`config.mk`:
```
export PLATFORM = sky130hd
export DESIGN_NAME = ipsxe_fft_rst_seq_ctrl_flat
export DESIGN_NICKNAME = d
export VERILOG_FILES = /design/src/rtl/ipsxe_fft_rst_seq_ctrl_if.sv /design/src/rtl/ipsxe_fft_rst_seq_ctrl.sv /design/src/flat_wrapper.sv
export SDC_FILE = /design/constraint.sdc
export NUM_CORES = 1
export LEC_CHECK = 0
export BUFFER_PORTS_ARGS = -buffer_cell sky130_fd_sc_hd__clkbuf_2
export CORE_AREA = 2 2 60 62
export DETAILED_ROUTE_END_ITERATION = 10
export DIE_AREA = 0 0 62 64
export PLACE_DENSITY = 0.53
export RECOVER_POWER = 100
export SLEW_MARGIN = 5
export SYNTH_ARGS = -nofsm -noshare
export SYNTH_HDL_FRONTEND = slang
export SYNTH_SLANG_ARGS = --single-unit
```
`constraint.sdc`:
```
create_clock -name i_clk -period 3.4 [get_ports i_clk]
set_clock_uncertainty 0.1 [all_clocks]
set_input_delay 0.68 -clock i_clk [delete_from_list [all_inputs] [get_ports i_clk]]
set_output_delay 0.68 -clock i_clk [all_outputs]
set_load 0.005 [all_outputs]
```
`src/rtl/ipsxe_fft_rst_seq_ctrl_if.sv`:
```
// Status/handshake bundle between the FFT reset sequencer and the system side.
// The master drives the restart and ready inputs; the slave (sequencer) drives the stage resets and flags.
interface ipsxe_fft_rst_seq_ctrl_if #(
    parameter int unsigned N_STAGE = 3
);
    logic               i_soft_rst;
    logic               i_core_ready;
    logic [N_STAGE-1:0] o_stage_rstn;
    logic               o_busy;
    logic               o_init_done;
    logic               o_init_err;

    modport master (
        output i_soft_rst, i_core_ready,
        input  o_stage_rstn, o_busy, o_init_done, o_init_err
    );

    modport slave (
        input  i_soft_rst, i_core_ready,
        output o_stage_rstn, o_busy, o_init_done, o_init_err
    );
endinterface

```
`src/rtl/ipsxe_fft_rst_seq_ctrl.sv`:
```
// FFT reset sequencer: holds all stage resets, releases them in order with a fixed gap,
// then waits (with timeout) for the core to report ready and flags done or error.
module ipsxe_fft_rst_seq_ctrl #(
    parameter int unsigned N_STAGE  = 3,
    parameter int unsigned HOLD_CYC = 16,
    parameter int unsigned GAP_CYC  = 8,
    parameter int unsigned TO_CYC   = 1024,
    parameter int unsigned CNT_W    = 11
) (
    input  logic                      i_clk,
    input  logic                      i_rst,
    ipsxe_fft_rst_seq_ctrl_if.slave   bus
);
    localparam int unsigned IDX_W = $clog2(N_STAGE + 1);

    typedef enum logic [2:0] {
        S_ASSERT,
        S_RELEASE,
        S_WAIT_RDY,
        S_DONE,
        S_ERR
    } state_t;

    state_t             state_q, state_d;
    logic [CNT_W-1:0]   cnt_q, cnt_d;
    logic [IDX_W-1:0]   idx_q, idx_d;
    logic [N_STAGE-1:0] stage_rstn_q, stage_rstn_d;
    logic               busy_q, busy_d;
    logic               done_q, done_d;
    logic               err_q, err_d;

    always_ff @(posedge i_clk) begin
        if (i_rst || bus.i_soft_rst) begin
            state_q      <= S_ASSERT;
            cnt_q        <= '0;
            idx_q        <= '0;
            stage_rstn_q <= '0;
            busy_q       <= 1'b1;
            done_q       <= 1'b0;
            err_q        <= 1'b0;
        end else begin
            state_q      <= state_d;
            cnt_q        <= cnt_d;
            idx_q        <= idx_d;
            stage_rstn_q <= stage_rstn_d;
            busy_q       <= busy_d;
            done_q       <= done_d;
            err_q        <= err_d;
        end
    end

    always_comb begin
        state_d      = state_q;
        cnt_d        = cnt_q + CNT_W'(1);
        idx_d        = idx_q;
        stage_rstn_d = stage_rstn_q;
        busy_d       = busy_q;
        done_d       = done_q;
        err_d        = err_q;

        // Releases are strictly in order, so setting bit idx is a shift-in of a one.
        unique case (state_q)
            S_ASSERT: begin
                if (cnt_q == CNT_W'(HOLD_CYC - 1)) begin
                    stage_rstn_d = (stage_rstn_q << 1) | N_STAGE'(1);
                    cnt_d        = '0;
                    idx_d        = IDX_W'(1);
                    state_d      = (N_STAGE == 1) ? S_WAIT_RDY : S_RELEASE;
                end
            end
            S_RELEASE: begin
                if (cnt_q == CNT_W'(GAP_CYC - 1)) begin
                    stage_rstn_d = (stage_rstn_q << 1) | N_STAGE'(1);
                    cnt_d        = '0;
                    idx_d        = idx_q + IDX_W'(1);
                    if (idx_q == IDX_W'(N_STAGE - 1)) begin
                        state_d = S_WAIT_RDY;
                    end
                end
            end
            S_WAIT_RDY: begin
                // Ready takes precedence over a coincident timeout.
                if (bus.i_core_ready) begin
                    state_d = S_DONE;
                    busy_d  = 1'b0;
                    done_d  = 1'b1;
                end else if (cnt_q == CNT_W'(TO_CYC - 1)) begin
                    state_d = S_ERR;
                    busy_d  = 1'b0;
                    err_d   = 1'b1;
                end
            end
            S_DONE: begin
                cnt_d = cnt_q;
            end
            S_ERR: begin
                cnt_d = cnt_q;
            end
            default: begin
                state_d = S_ASSERT;
            end
        endcase
    end

    assign bus.o_stage_rstn = stage_rstn_q;
    assign bus.o_busy       = busy_q;
    assign bus.o_init_done  = done_q;
    assign bus.o_init_err   = err_q;
endmodule

```
`src/flat_wrapper.sv`:
```
// flat-port wrapper written by rule: the top's interface ports become plain ports
module ipsxe_fft_rst_seq_ctrl_flat 
#(
    parameter int unsigned N_STAGE  = 3,
    parameter int unsigned HOLD_CYC = 16,
    parameter int unsigned GAP_CYC  = 8,
    parameter int unsigned TO_CYC   = 1024,
    parameter int unsigned CNT_W    = 11
)
  (i_clk, i_rst, bus_i_soft_rst, bus_i_core_ready, bus_o_stage_rstn, bus_o_busy, bus_o_init_done, bus_o_init_err);
  ipsxe_fft_rst_seq_ctrl_if #(.N_STAGE(N_STAGE)) bus_i ();
  input  logic i_clk;
  input  logic i_rst;
  input wire logic [$bits(bus_i.i_soft_rst)-1:0] bus_i_soft_rst;
  input wire logic [$bits(bus_i.i_core_ready)-1:0] bus_i_core_ready;
  output wire logic [$bits(bus_i.o_stage_rstn)-1:0] bus_o_stage_rstn;
  output wire logic [$bits(bus_i.o_busy)-1:0] bus_o_busy;
  output wire logic [$bits(bus_i.o_init_done)-1:0] bus_o_init_done;
  output wire logic [$bits(bus_i.o_init_err)-1:0] bus_o_init_err;
  assign bus_i.i_soft_rst = bus_i_soft_rst;
  assign bus_i.i_core_ready = bus_i_core_ready;
  assign bus_o_stage_rstn = bus_i.o_stage_rstn;
  assign bus_o_busy = bus_i.o_busy;
  assign bus_o_init_done = bus_i.o_init_done;
  assign bus_o_init_err = bus_i.o_init_err;
  ipsxe_fft_rst_seq_ctrl #(.N_STAGE(N_STAGE), .HOLD_CYC(HOLD_CYC), .GAP_CYC(GAP_CYC), .TO_CYC(TO_CYC), .CNT_W(CNT_W)) u_core (.i_clk(i_clk), .i_rst(i_rst), .bus(bus_i));
endmodule
```
==> impl_metrics.json <==
{
  "cp_max_fo": 10,
  "async_reset_ff_frac": 0,
  "synthCells": 137,
  "synthTopCellsByArea": "dfxtp_1 (38%), nor2_1 (5.8%), xnor2_1 (3.7%)",
  "ios": 10,
  "max_freq_mhz": 428.7,
  "synth_edf_count": 0,
  "critPathMaxStageDelay_ns": 0.67,
  "crit_path_cell_trace": "ha_1 -> nand4b_1 -> a2111oi_4 -> nand2b_1 -> a21oi_1",
  "final_hold_viol_count": 0,
  "fin_crit_sh": 0.6861,
  "gp_congestion": 0.7760,
  "min_period_ns": 2.333,
  "hold_buffers": 0,
  "hp-class": "register to register",
  "postLayoutCoreUtil": 0.3935,
  "yosysSeqAreaShare": 0.3761,
  "num_rows": 21,
  "cts_resized": 0,
  "postCtsSetupBuffers": 0,
  "synth.most_common_cell": "dfxtp_1",
  "synth_largest_area_cell": "dfxtp_1",
  "drt-total-wl_um": 2419,
  "slew_violations": 0,
  "critical-path-top-delay-family": "compound AO/OA/AOI/OAI gates",
  "cts_buffers": 3,
  "layout.nets": 152,
  "die_y_um": 64,
  "clk_latency_ns": 0.32,
  "slew-limit-headroom": 0.5613,
  "antennaDiodeCount": 0,
  "rsz0062_at_grt": "no",
  "cp.buffers_inverters": 0,
  "synthSimpleGateAreaFrac": 0.3568,
  "setup_viol": 0,
  "status": "finished clean",
  "synth-seq-cells": 22,
  "clock_path_buffers": 2,
  "grt_first_pass_wirelength_um": 4174,
  "synth_area_um2": 1171,
  "yosysUniqueCellTypes": 41,
  "synth_warnings": 0,
  "final_layout_size_suffix_gt1_frac": 0.1181,
  "dp.final_hpwl_um": 1705,
  "r2r_cells": 5,
  "synth_fa_ha_area_frac": 0.03205,
  "cp.arrival_ns": 2.43,
  "start_util": 0.3566,
  "grtUsageTotal": 0.1380,
  "io_buffers": 9,
  "dieArea_um2": 3968,
  "synth-compound-area-share": 0.1378,
  "synth_common_cells": "dfxtp_1 (22), nor2_1 (18), nand2_1 (10)",
  "cp.required_ns": 3.50,
  "core_area_um2": 3284,
  "worstMarginPinSlew_ns": 0.6567,
  "syn_area_per_cell_um2": 8.548,
  "grt_max_degree": 16,
  "netlist.area_leader.share": 0.3761,
  "endpoint_kind": "register",
  "worst_path_max_delay_cell": "a2111oi_4",
  "drc": 0,
  "drtIter0Drc": 37,
  "synthFlopType": "dfxtp_1",
  "dr.pass1.iters": 4,
  "wl_per_cell_um": 12.73,
  "hold_path_end": "u_core.bus.o_busy",
  "r2r-end": "u_core.cnt_q[10]",
  "fp.dieW_um": 62,
  "grt_pass1_vias": 893,
  "path_clk_slew_ns": 0.15,
  "setup_tns_ns": 0,
  "num_vias": 1007,
  "vias_per_cell": 5.300,
  "synth_top_family_by_area": "simple AND/OR/NAND/NOR gates",
  "p_per_area_nw_per_um2": 372.5,
  "ant_nets": 0,
  "synth.area.mux_share": 0.01709,
  "h-tree-depth": 1,
  "path_class": "register to register",
  "ff2ff_setup_slack_ns": 1.07,
  "cts.sinks": 22,
  "worst_ir_drop_vdd_mv": 0.2595,
  "antenna_found_initial": 0,
  "syn_nets": 144,
  "areaGrowthSynthToFinish_pct": 10.36,
  "worstSetupStartpointType": "register",
  "root_buffer": "clkbuf_4",
  "synth_xor_xnor_area_share": 0.04487,
  "hold_start": "u_core.bus.o_busy",
  "whs_path_depth": 1,
  "r2r_start": "u_core.cnt_q[0]",
  "fillers": 335,
  "cts_tree": "built",
  "leakagePower_nw": 0.4278,
  "grt-ovfl-total": 0,
  "maxCapViolCount": 0
}
## routing by layer
layer | vias up | GRT usage | wire length (µm)
met5 | - | 0 | 0
met1 | 467 | 0.2084 | 1176
met3 | 2 | 0.02024 | 115
met4 | 0 | 0.06383 | 29
met2 | 26 | 0.1875 | 1097
li1 | 512 | - | -
## kinds of logic (layout without fill, tap and decap cells)
| logic type | count (synthesis) | after routing |
|---|---|---|
| flops | 22 | 22 |
| compound gates | 22 | 22 |
| buf+inv | 9 | 16 |
| fa+ha+maj | 3 | 3 |
| xor+xnor | 6 | 6 |
| mux | 2 | 2 |
| simple gates | 73 | 73 |
## stage by stage
stage          hold WS [ns]  total power, mW  setup slack [ns]  cell area [µm²]  std cells
2_1_floorplan        0.3498           0.2749             1.478             1171        137
3_3_place_gp         0.3396           0.2786             1.201             1244        186
3_5_place_dp         0.3449           0.2787             1.085             1244        186
4_1_cts              0.3764           0.4862             1.064             1296        190
5_1_grt              0.3946           0.5035            0.8114             1292        190
6_report             0.3705           0.4815             1.067             1292        190
## worst register-to-register path: stages (launching register included)
cell and delay [ns]:
dfxtp_1 0.44, ha_1 0.29, nand4b_1 0.22, a2111oi_4 0.67
nand2b_1 0.41, a21oi_1 0.08
## how the worst max path moves through the flow
stage	from	end	slack, ns	depth (start not counted)
detailed placement	u_core.cnt_q[0]	u_core.cnt_q[6]	1.08	5
floorplan	u_core.cnt_q[10]	u_core.cnt_q[9]	1.48	5
global placement	u_core.cnt_q[0]	u_core.cnt_q[3]	1.20	5
CTS	u_core.cnt_q[0]	u_core.cnt_q[10]	1.06	5
global route	u_core.cnt_q[0]	u_core.cnt_q[10]	0.81	5
finish	u_core.cnt_q[0]	u_core.cnt_q[10]	1.07	5
## state kept, by name, summed over array words and instances, names as in the netlist
register and cells:
u_core.cnt_q 11, u_core.bus.o_stage_rstn 3, u_core.idx_q 2, u_core.bus.o_init_done 1, u_core.bus.o_init_err 1, u_core.state_q 3
u_core.bus.o_busy 1
## cells in the final DEF (no fill, tap or decap), types with 3 or more instances in the layout
cell      netlist  layout
nor2_1         18      18
nand3_1         5       5
inv_1           3       3
dfxtp_1        22      22
nand3b_1        3       3
nor3_1          3       3
clkbuf_1        5       3
or3b_2          3       3
or3_1           5       5
nand2_1        10      10
xnor2_1         5       5
clkbuf_2        0       6
a21oi_1         7       7
nor4_1          3       3
ha_1            3       3
nand2b_1        3       3
o21ai_0         3       3
clkbuf_4        0       3
## layout make-up
type	count	area [µm²]	area share
Multi-Input combinational cell	106	689.4	0.5334
Timing Repair Buffer	9	41.29	0.03195
Tap cell	46	57.56	0.04453
Inverter	3	11.26	0.008712
Sequential cell	22	440.4	0.3408
Clock buffer	3	22.52	0.01742
Clock inverter	1	30.03	0.02323
## where the power goes
group	internal, mW	leakage [nW]	switching, mW
Clock	0.119	0.0279	0.0894
Combinational	0.00453	0.222	0.00771
Sequential	0.259	0.177	0.00164
Total	0.383	0.428	0.0987
No activity file was read; power rests on OpenSTA's default activity.
